[config.mk]
export PLATFORM = sky130hd
export DESIGN_NAME = dm_responder_flat
export DESIGN_NICKNAME = d
export VERILOG_FILES = /design/src/rtl/dm_pkg.sv /design/src/rtl/dm_if.sv /design/src/rtl/dm_read_pipe.sv /design/src/rtl/dm_responder.sv /design/src/flat_wrapper.sv
export SDC_FILE = /design/constraint.sdc
export NUM_CORES = 2
export LEC_CHECK = 0
export CORE_MARGIN = 8
export CORE_UTILIZATION = 43
export DETAILED_ROUTE_END_ITERATION = 7
export PLACE_DENSITY_LB_ADDON = 0.12
export SLEW_MARGIN = 20
export SYNTH_ARGS = -nofsm -noshare
export SYNTH_HDL_FRONTEND = slang
export SYNTH_SLANG_ARGS = --single-unit
[constraint.sdc]
create_clock -name sysclk -period 5.5 [get_ports sysclk]
set_clock_uncertainty 0.1 [all_clocks]
set_input_delay 1.1 -clock sysclk [delete_from_list [all_inputs] [get_ports sysclk]]
set_output_delay 1.1 -clock sysclk [all_outputs]
set_load 0.1 [all_outputs]
[src/rtl/dm_pkg.sv]
// Shared constants, state encoding and latency helper for the data-memory responder.
package dm_pkg;
    localparam int DM_ADDR_W = 7;
    localparam int DM_DATA_W = 32;
    localparam int DM_DEPTH  = 2 ** DM_ADDR_W;
    localparam int RL_MIN    = 1;
    localparam int RL_MAX    = 3;

    typedef enum logic {
        ST_CLEAR = 1'b0,
        ST_READY = 1'b1
    } dm_state_e;

    // Out-of-range latencies fall back to the nearest legal depth.
    function automatic int rl_clamp(input int lat);
        if (lat < RL_MIN) return RL_MIN;
        if (lat > RL_MAX) return RL_MAX;
        return lat;
    endfunction
endpackage

[src/rtl/dm_if.sv]
// Processor data-memory port: access request from the master, read result and ready from the slave.
interface dm_if
    import dm_pkg::*;
#(
    parameter int ADDR_W = DM_ADDR_W,
    parameter int DATA_W = DM_DATA_W
);
    logic              ena;
    logic              wea;
    logic [ADDR_W-1:0] addra;
    logic [DATA_W-1:0] dina;
    logic [DATA_W-1:0] douta;
    logic              rd_valid;
    logic              ready;

    modport master (output ena, wea, addra, dina, input douta, rd_valid, ready);
    modport slave  (input ena, wea, addra, dina, output douta, rd_valid, ready);
endinterface

[src/rtl/dm_read_pipe.sv]
// Read-result delay line: LAT register stages carrying {valid, data}; the last stage holds its data between results.
module dm_read_pipe #(
    parameter int DATA_W = 32,
    parameter int LAT    = 1
) (
    input  logic              sysclk,
    input  logic              rst,
    input  logic              in_valid,
    input  logic [DATA_W-1:0] in_data,
    output logic [DATA_W-1:0] douta,
    output logic              rd_valid
);
    logic [LAT-1:0]             vld_pipe;
    logic [LAT-1:0][DATA_W-1:0] dat_pipe;

    // Data only moves alongside a valid, so bubbles never disturb a held result.
    always_ff @(posedge sysclk or negedge rst) begin
        if (!rst) begin
            vld_pipe <= '0;
            dat_pipe <= '0;
        end else begin
            vld_pipe[0] <= in_valid;
            if (in_valid) dat_pipe[0] <= in_data;
            for (int i = 1; i < LAT; i++) begin
                vld_pipe[i] <= vld_pipe[i-1];
                if (vld_pipe[i-1]) dat_pipe[i] <= dat_pipe[i-1];
            end
        end
    end

    assign douta    = dat_pipe[LAT-1];
    assign rd_valid = vld_pipe[LAT-1];
endmodule

[src/rtl/dm_responder.sv]
// Data-memory responder: zero-fill sweep after reset, then single-port read/write with pipelined reads.
// Optional DM_ACCESS_COUNT_EN adds saturating rd_count/wr_count outputs.
module dm_responder
    import dm_pkg::*;
#(
    parameter int ADDR_W         = DM_ADDR_W,
    parameter int DATA_W         = DM_DATA_W,
    parameter int READ_LATENCY   = 1,
    parameter int CLEAR_ON_RESET = 1
) (
    input  logic        sysclk,
    input  logic        rst,
    dm_if.slave         bus
`ifdef DM_ACCESS_COUNT_EN
    ,
    output logic [15:0] rd_count,
    output logic [15:0] wr_count
`endif
);
    localparam int DEPTH = 2 ** ADDR_W;
    localparam int LAT   = rl_clamp(READ_LATENCY);

    dm_state_e         state;
    logic [ADDR_W-1:0] clr_addr;
    logic              ready_q;
    logic              rd_acc;
    logic              wr_acc;
    logic              mem_we;
    logic [ADDR_W-1:0] mem_wa;
    logic [DATA_W-1:0] mem_wd;
    logic [DATA_W-1:0] mem [DEPTH];

    // ready_q gates acceptance; it also covers the first cycle after reset when no sweep is configured.
    assign rd_acc = ready_q & bus.ena & ~bus.wea;
    assign wr_acc = ready_q & bus.ena & bus.wea;
    assign bus.ready = ready_q;

    always_ff @(posedge sysclk or negedge rst) begin
        if (!rst) begin
            state    <= (CLEAR_ON_RESET != 0) ? ST_CLEAR : ST_READY;
            clr_addr <= '0;
            ready_q  <= 1'b0;
        end else begin
            case (state)
                ST_CLEAR: begin
                    clr_addr <= clr_addr + 1'b1;
                    if (&clr_addr) begin
                        state   <= ST_READY;
                        ready_q <= 1'b1;
                    end
                end
                ST_READY: ready_q <= 1'b1;
                default:  state   <= ST_CLEAR;
            endcase
        end
    end

    // The sweep borrows the single write port; Processor traffic is locked out until it finishes.
    assign mem_we = (state == ST_CLEAR) | wr_acc;
    assign mem_wa = (state == ST_CLEAR) ? clr_addr : bus.addra;
    assign mem_wd = (state == ST_CLEAR) ? '0 : bus.dina;

    always_ff @(posedge sysclk) begin
        if (mem_we) mem[mem_wa] <= mem_wd;
    end

    dm_read_pipe #(
        .DATA_W(DATA_W),
        .LAT   (LAT)
    ) u_pipe (
        .sysclk  (sysclk),
        .rst     (rst),
        .in_valid(rd_acc),
        .in_data (mem[bus.addra]),
        .douta   (bus.douta),
        .rd_valid(bus.rd_valid)
    );

`ifdef DM_ACCESS_COUNT_EN
    always_ff @(posedge sysclk or negedge rst) begin
        if (!rst) begin
            rd_count <= '0;
            wr_count <= '0;
        end else begin
            if (rd_acc && rd_count != 16'hFFFF) rd_count <= rd_count + 16'd1;
            if (wr_acc && wr_count != 16'hFFFF) wr_count <= wr_count + 16'd1;
        end
    end
`endif
endmodule

[src/flat_wrapper.sv]
// flat-port wrapper written by rule: the top's interface ports become plain ports
module dm_responder_flat import dm_pkg::*;
#(
    parameter int ADDR_W         = DM_ADDR_W,
    parameter int DATA_W         = DM_DATA_W,
    parameter int READ_LATENCY   = 1,
    parameter int CLEAR_ON_RESET = 1
)
  (sysclk, rst, bus_ena, bus_wea, bus_addra, bus_dina, bus_douta, bus_rd_valid, bus_ready);
  dm_if #(.ADDR_W(ADDR_W), .DATA_W(DATA_W)) bus_i ();
  input  logic sysclk;
  input  logic rst;
  input wire logic [$bits(bus_i.ena)-1:0] bus_ena;
  input wire logic [$bits(bus_i.wea)-1:0] bus_wea;
  input wire logic [$bits(bus_i.addra)-1:0] bus_addra;
  input wire logic [$bits(bus_i.dina)-1:0] bus_dina;
  output wire logic [$bits(bus_i.douta)-1:0] bus_douta;
  output wire logic [$bits(bus_i.rd_valid)-1:0] bus_rd_valid;
  output wire logic [$bits(bus_i.ready)-1:0] bus_ready;
  assign bus_i.ena = bus_ena;
  assign bus_i.wea = bus_wea;
  assign bus_i.addra = bus_addra;
  assign bus_i.dina = bus_dina;
  assign bus_douta = bus_i.douta;
  assign bus_rd_valid = bus_i.rd_valid;
  assign bus_ready = bus_i.ready;
  dm_responder #(.ADDR_W(ADDR_W), .DATA_W(DATA_W), .READ_LATENCY(READ_LATENCY), .CLEAR_ON_RESET(CLEAR_ON_RESET)) u_core (.sysclk(sysclk), .rst(rst), .bus(bus_i));
endmodule
-- Word-level counts from Yosys, hierarchy flattened
Memory sizes are Yosys's and may differ from the RTL's. A register that Yosys moved wholly into a read port is not among the register bits.
Cells that the tools add are included.
- logic and storage cells: 23
- flip-flop bits (word level): 10
- bits in writable memories: 4096
- memories: 1
- memory list (name ; words ; bits a word ; rd ports ; clocked after memory_dff ; wr ports ; line ; text):
    u_core.mem ; 128 ; 32 ; 1 ; 1 ; 1 ; dm_responder.sv:31 ; logic [DATA_W-1:0] mem [DEPTH];
- reductions and logical operators: 2
- equal/unequal tests: 1
- mux-type cells: 8
- bitwise logic cells: 6
- $add $sub $neg: 1
- operators by type and width (operator ; number):
    $mux 32 ; 1
    $add 7x1->7 const B ; 1
    $mux 7 ; 1
    $reduce_and 7->1 ; 1
    $mux 1 ; 5
    $and 1x1->1 ; 3
    $ne 2x1->1 const B ; 1
    $not 1->1 ; 2
    $pmux 1 s2 ; 1
    $logic_not 1->1 ; 1
    $or 1x1->1 ; 1

-- Longest topological paths before layout
- depth in word-level cells: 5
- depth in mapped cells: 11

-- By module
A second synthesis with hierarchy kept.
- cell total of the unflattened synthesis: 6117
- area total of the unflattened synthesis: 157730.0 um^2
- modules (own cells, without submodules) (module ; instances ; area an instance (um^2) ; cells an instance):
    dm_responder ; 1 ; 156360.0 ; 6048
    dm_read_pipe ; 1 ; 1370.1 ; 69

-- Worst setup path after synthesis
Ideal clock, no wire load.
- path type: input -> register
- start: input port bus_addra[1]
- end: memory u_core.mem[24][0], enable pin
- arrival: 3.966 ns
- setup time: 0.421 ns
- path slack: 1.013 ns
- buffers on the path: 5
- cell stages on the path: 9
- cell sequence: buf_4 or2_1 buf_2 buf_2 clkbuf_1 o2bb2ai_1 nand3_1 buf_2 nor2_1
- longest elaborated chain between the ends: 1
- ends and longest elaborated chain (item ; line ; text):
    start: declaration ; flat_wrapper.sv:15 ; input wire logic [$bits(bus_i.addra)-1:0] bus_addra;
    $mux 7 ; dm_responder.sv:60 ; assign mem_wa = (state == ST_CLEAR) ? clr_addr : bus.addra;
    end: declaration ; dm_responder.sv:31 ;
No other way between the ends.

==> results.sh <==
export IMPL_outcome="completed"
export IMPL_start_kind="primary input"
export IMPL_cts_made_buffers=434
export IMPL_port_buffers=76
export IMPL_start_util_pct=43.12
export IMPL_period_minus_slack_ns=4.230
export IMPL_nNetsFinal=8576
export IMPL_synth_fp_nets=8054
export IMPL_setup_viol=0
export IMPL_tns_ns=0
export IMPL_cellPowerDensity_nw_per_um2=350.1
export IMPL_synth_area_sq_um=160300
export IMPL_relSlewSlack_pct=18.59
export IMPL_cts_max_level=5
export IMPL_ys_types=61
export IMPL_row_count=224
export IMPL_crit_slowest_cell="nor2_2"
export IMPL_synth_main_ff_cell="edfxtp_1"
export IMPL_crit_type="in2reg"
export IMPL_wire_per_inst_um=36.27
export IMPL_path_clk_slew_ns=0.06
export IMPL_syn_area_per_cell_sq_um=20.01
export IMPL_fmax_ghz=0.2364
export IMPL_hold_path_class="in2async"
export IMPL_area_growth_pct=14.72
export IMPL_avgViaCountPerCell=6.011
export IMPL_boundaryPins=77
export IMPL_drc=0
export IMPL_vias=83390
export IMPL_drive_gt1_share_pct=21.41
export IMPL_critPathBufInv=4
export IMPL_final_cell_mix="edfxtp_1, mux2i_1, mux4_2"
export IMPL_cp_arrival_ns=4.93
export IMPL_grt_usage_pct=25.05
export IMPL_hold_viol=0
export IMPL_drtIter0Drc=10800
export IMPL_yosys_warnings=0
export IMPL_clockBufferDepth=4
export IMPL_slew_viol_final=0
export IMPL_antenna_found_initial=36
export IMPL_crit_top_cell="buf_4"
export IMPL_period_share_pct=76.90
export IMPL_crit_family="compound AO/OA/AOI/OAI gates"
export IMPL_rsz0062_at_grt="no"
export IMPL_crit_path_end_kind="register"
export IMPL_mostFrequentLayoutCell="edfxtp_1"
export IMPL_cts_sinks=4138
export IMPL_cp_max_fo=11
export IMPL_cap_violations=0
export IMPL_drt_first_pass_iters=6
export IMPL_overflow=0
export IMPL_totalWireLength_um=503200
export IMPL_rr_endpoint="u_core.mem[53][31]"
export IMPL_r2r_start="u_core.state"
export IMPL_place_hpwl_um=303700
export IMPL_cp_startpoint="bus_addra[5]"
export IMPL_ctsResizeCount=0
export IMPL_die_w_um=626.5
export IMPL_synth_top_area_share_pct=76.75
export IMPL_async_flop_share_pct=1.015
export IMPL_tightest_slew_ns=1.221
export IMPL_die_h_um=626.5
export IMPL_grt_pass1_wl_um=686700
export IMPL_dpl_cell_area_sq_um=170400
export IMPL_ys_top_cells_by_area="edfxtp_1, mux4_2, mux2i_1"
export IMPL_required_ns=6.20
export IMPL_cts_hold_buf=0
export IMPL_root_buffer="clkbuf_16"
export IMPL_gp_congestion=0.9414
export IMPL_yosysSeqAreaShare_pct=77.41
export IMPL_p_leak_nw=51.73
export IMPL_dieArea_sq_um=392500
export IMPL_ir_drop_v=0.0003169
export IMPL_reg2reg_slack_ns=1.95
export IMPL_antenna_left=0
export IMPL_core_area_sq_um=371600
export IMPL_post_cts_buffers=0
export IMPL_crit_chain="clkdlybuf4s50_1, buf_4, nor2_2, buf_4, o21ai_0, o31ai_1, a31oi_2, o211ai_1, buf_4, o311ai_1"
export IMPL_netlist_instances=8010
export IMPL_synth_top_area_cell="edfxtp_1"
export IMPL_clk_latency_ns=0.97
export IMPL_max_stage_delay_ns=0.76
export IMPL_reg2reg_depth=7
export IMPL_fin_area_sq_um=183800
export IMPL_grt_pass1_vias=82190
export IMPL_synth_edff_count=4096
export IMPL_cts_tree="built"
export IMPL_synth_seq_cells=4138
export IMPL_grt_max_degree=129
==> power breakdown <==
group          switching (mW)  internal [mW]
combinational            1.51          0.724
sequential                  0           34.1
clock                    12.1           15.9
==> synth_stat cells (77+ instances only) <==
| cell type | number |
|---|---|
| o22ai_1 | 225 |
| a21oi_1 | 100 |
| nor3_1 | 93 |
| a22oi_1 | 157 |
| nor2_1 | 297 |
| edfxtp_1 | 4096 |
| buf_2 | 109 |
| clkbuf_1 | 156 |
| o221ai_1 | 77 |
| buf_4 | 112 |
| nand2_1 | 307 |
| mux2i_1 | 1008 |
| mux4_2 | 556 |
==> cell type report <==
cell class / instances / area, sq um
clock buffers: 560 / 11550
flip-flops and latches: 4138 / 124100
inverters: 7 / 35.03
diodes: 17 / 42.54
clock inverters: 227 / 1854
well taps: 4972 / 6221
repair buffers: 561 / 5535
multi-input cells: 3390 / 34550
fillers: 30320 / 187800
==> routing by layer <==
layer	vias to the layer above	track usage, %	routed length, um
li1	34150	-	-
met1	44930	35.48	208900
met2	3628	38.79	231400
met3	685	4.705	40630
met4	2	9.409	22190
met5	-	0	10
==> stage by stage <==
step	cells	total power [mW]	setup slack [ns]	hold WS, ns	util (%)
global placement	13070	37.02	0.1208	0.4096	45.83
CTS	13860	64.83	1.247	0.1399	49.45
floorplan	8010	36.04	1.013	0.3790	-
detailed placement	13070	37.02	0.4050	0.4169	45.85
finish	13870	64.36	1.270	0.2070	49.47
global route	13860	66.03	1.223	0.2018	49.46
==> state kept, by name, indices dropped and copies added, names as in the netlist <==
name,count
u_core.state,1
u_core.bus.ready,1
u_core.clr_addr,7
u_core.mem,4096
u_core.u_pipe.rd_valid,1
u_core.u_pipe.douta,32
==> logic make-up (layout without fill, tap and decap cells) <==
family                     Yosys count  after routing  synth area share, %
DFF                               4138           4138                77.41
muxes                             1596           1596                14.34
AOI/OAI and AO/OA                  938            938                4.115
and+or+nand+nor                    849            849                2.277
buffers and inverters              482           1355                1.826
xor gates and xnor gates             6              6              0.03279
adders and majority gates            1              1             0.007806
other                                0             17                    0
==> worst max path at each step <==
stage,to,slack (ns),cells past startpoint
global route,u_core.u_pipe.douta[10],1.22,10
detailed placement,u_core.u_pipe.douta[14],0.40,8
finish,u_core.u_pipe.douta[13],1.27,10
CTS,bus_douta[5],1.25,1
floorplan,u_core.mem[24][0],1.01,9
global placement,u_core.u_pipe.douta[5],0.12,8
==> worst reg2reg max path, stage by stage, from the launching register on <==
cell and delay [ns]:
dfrtp_2 0.56, buf_4 0.51, nand2_1 0.49, nand3_2 0.38, buf_4 0.53, buf_4 0.25
nor2_4 0.04, buf_4 0.32
(Power assumes the default switching activity.)
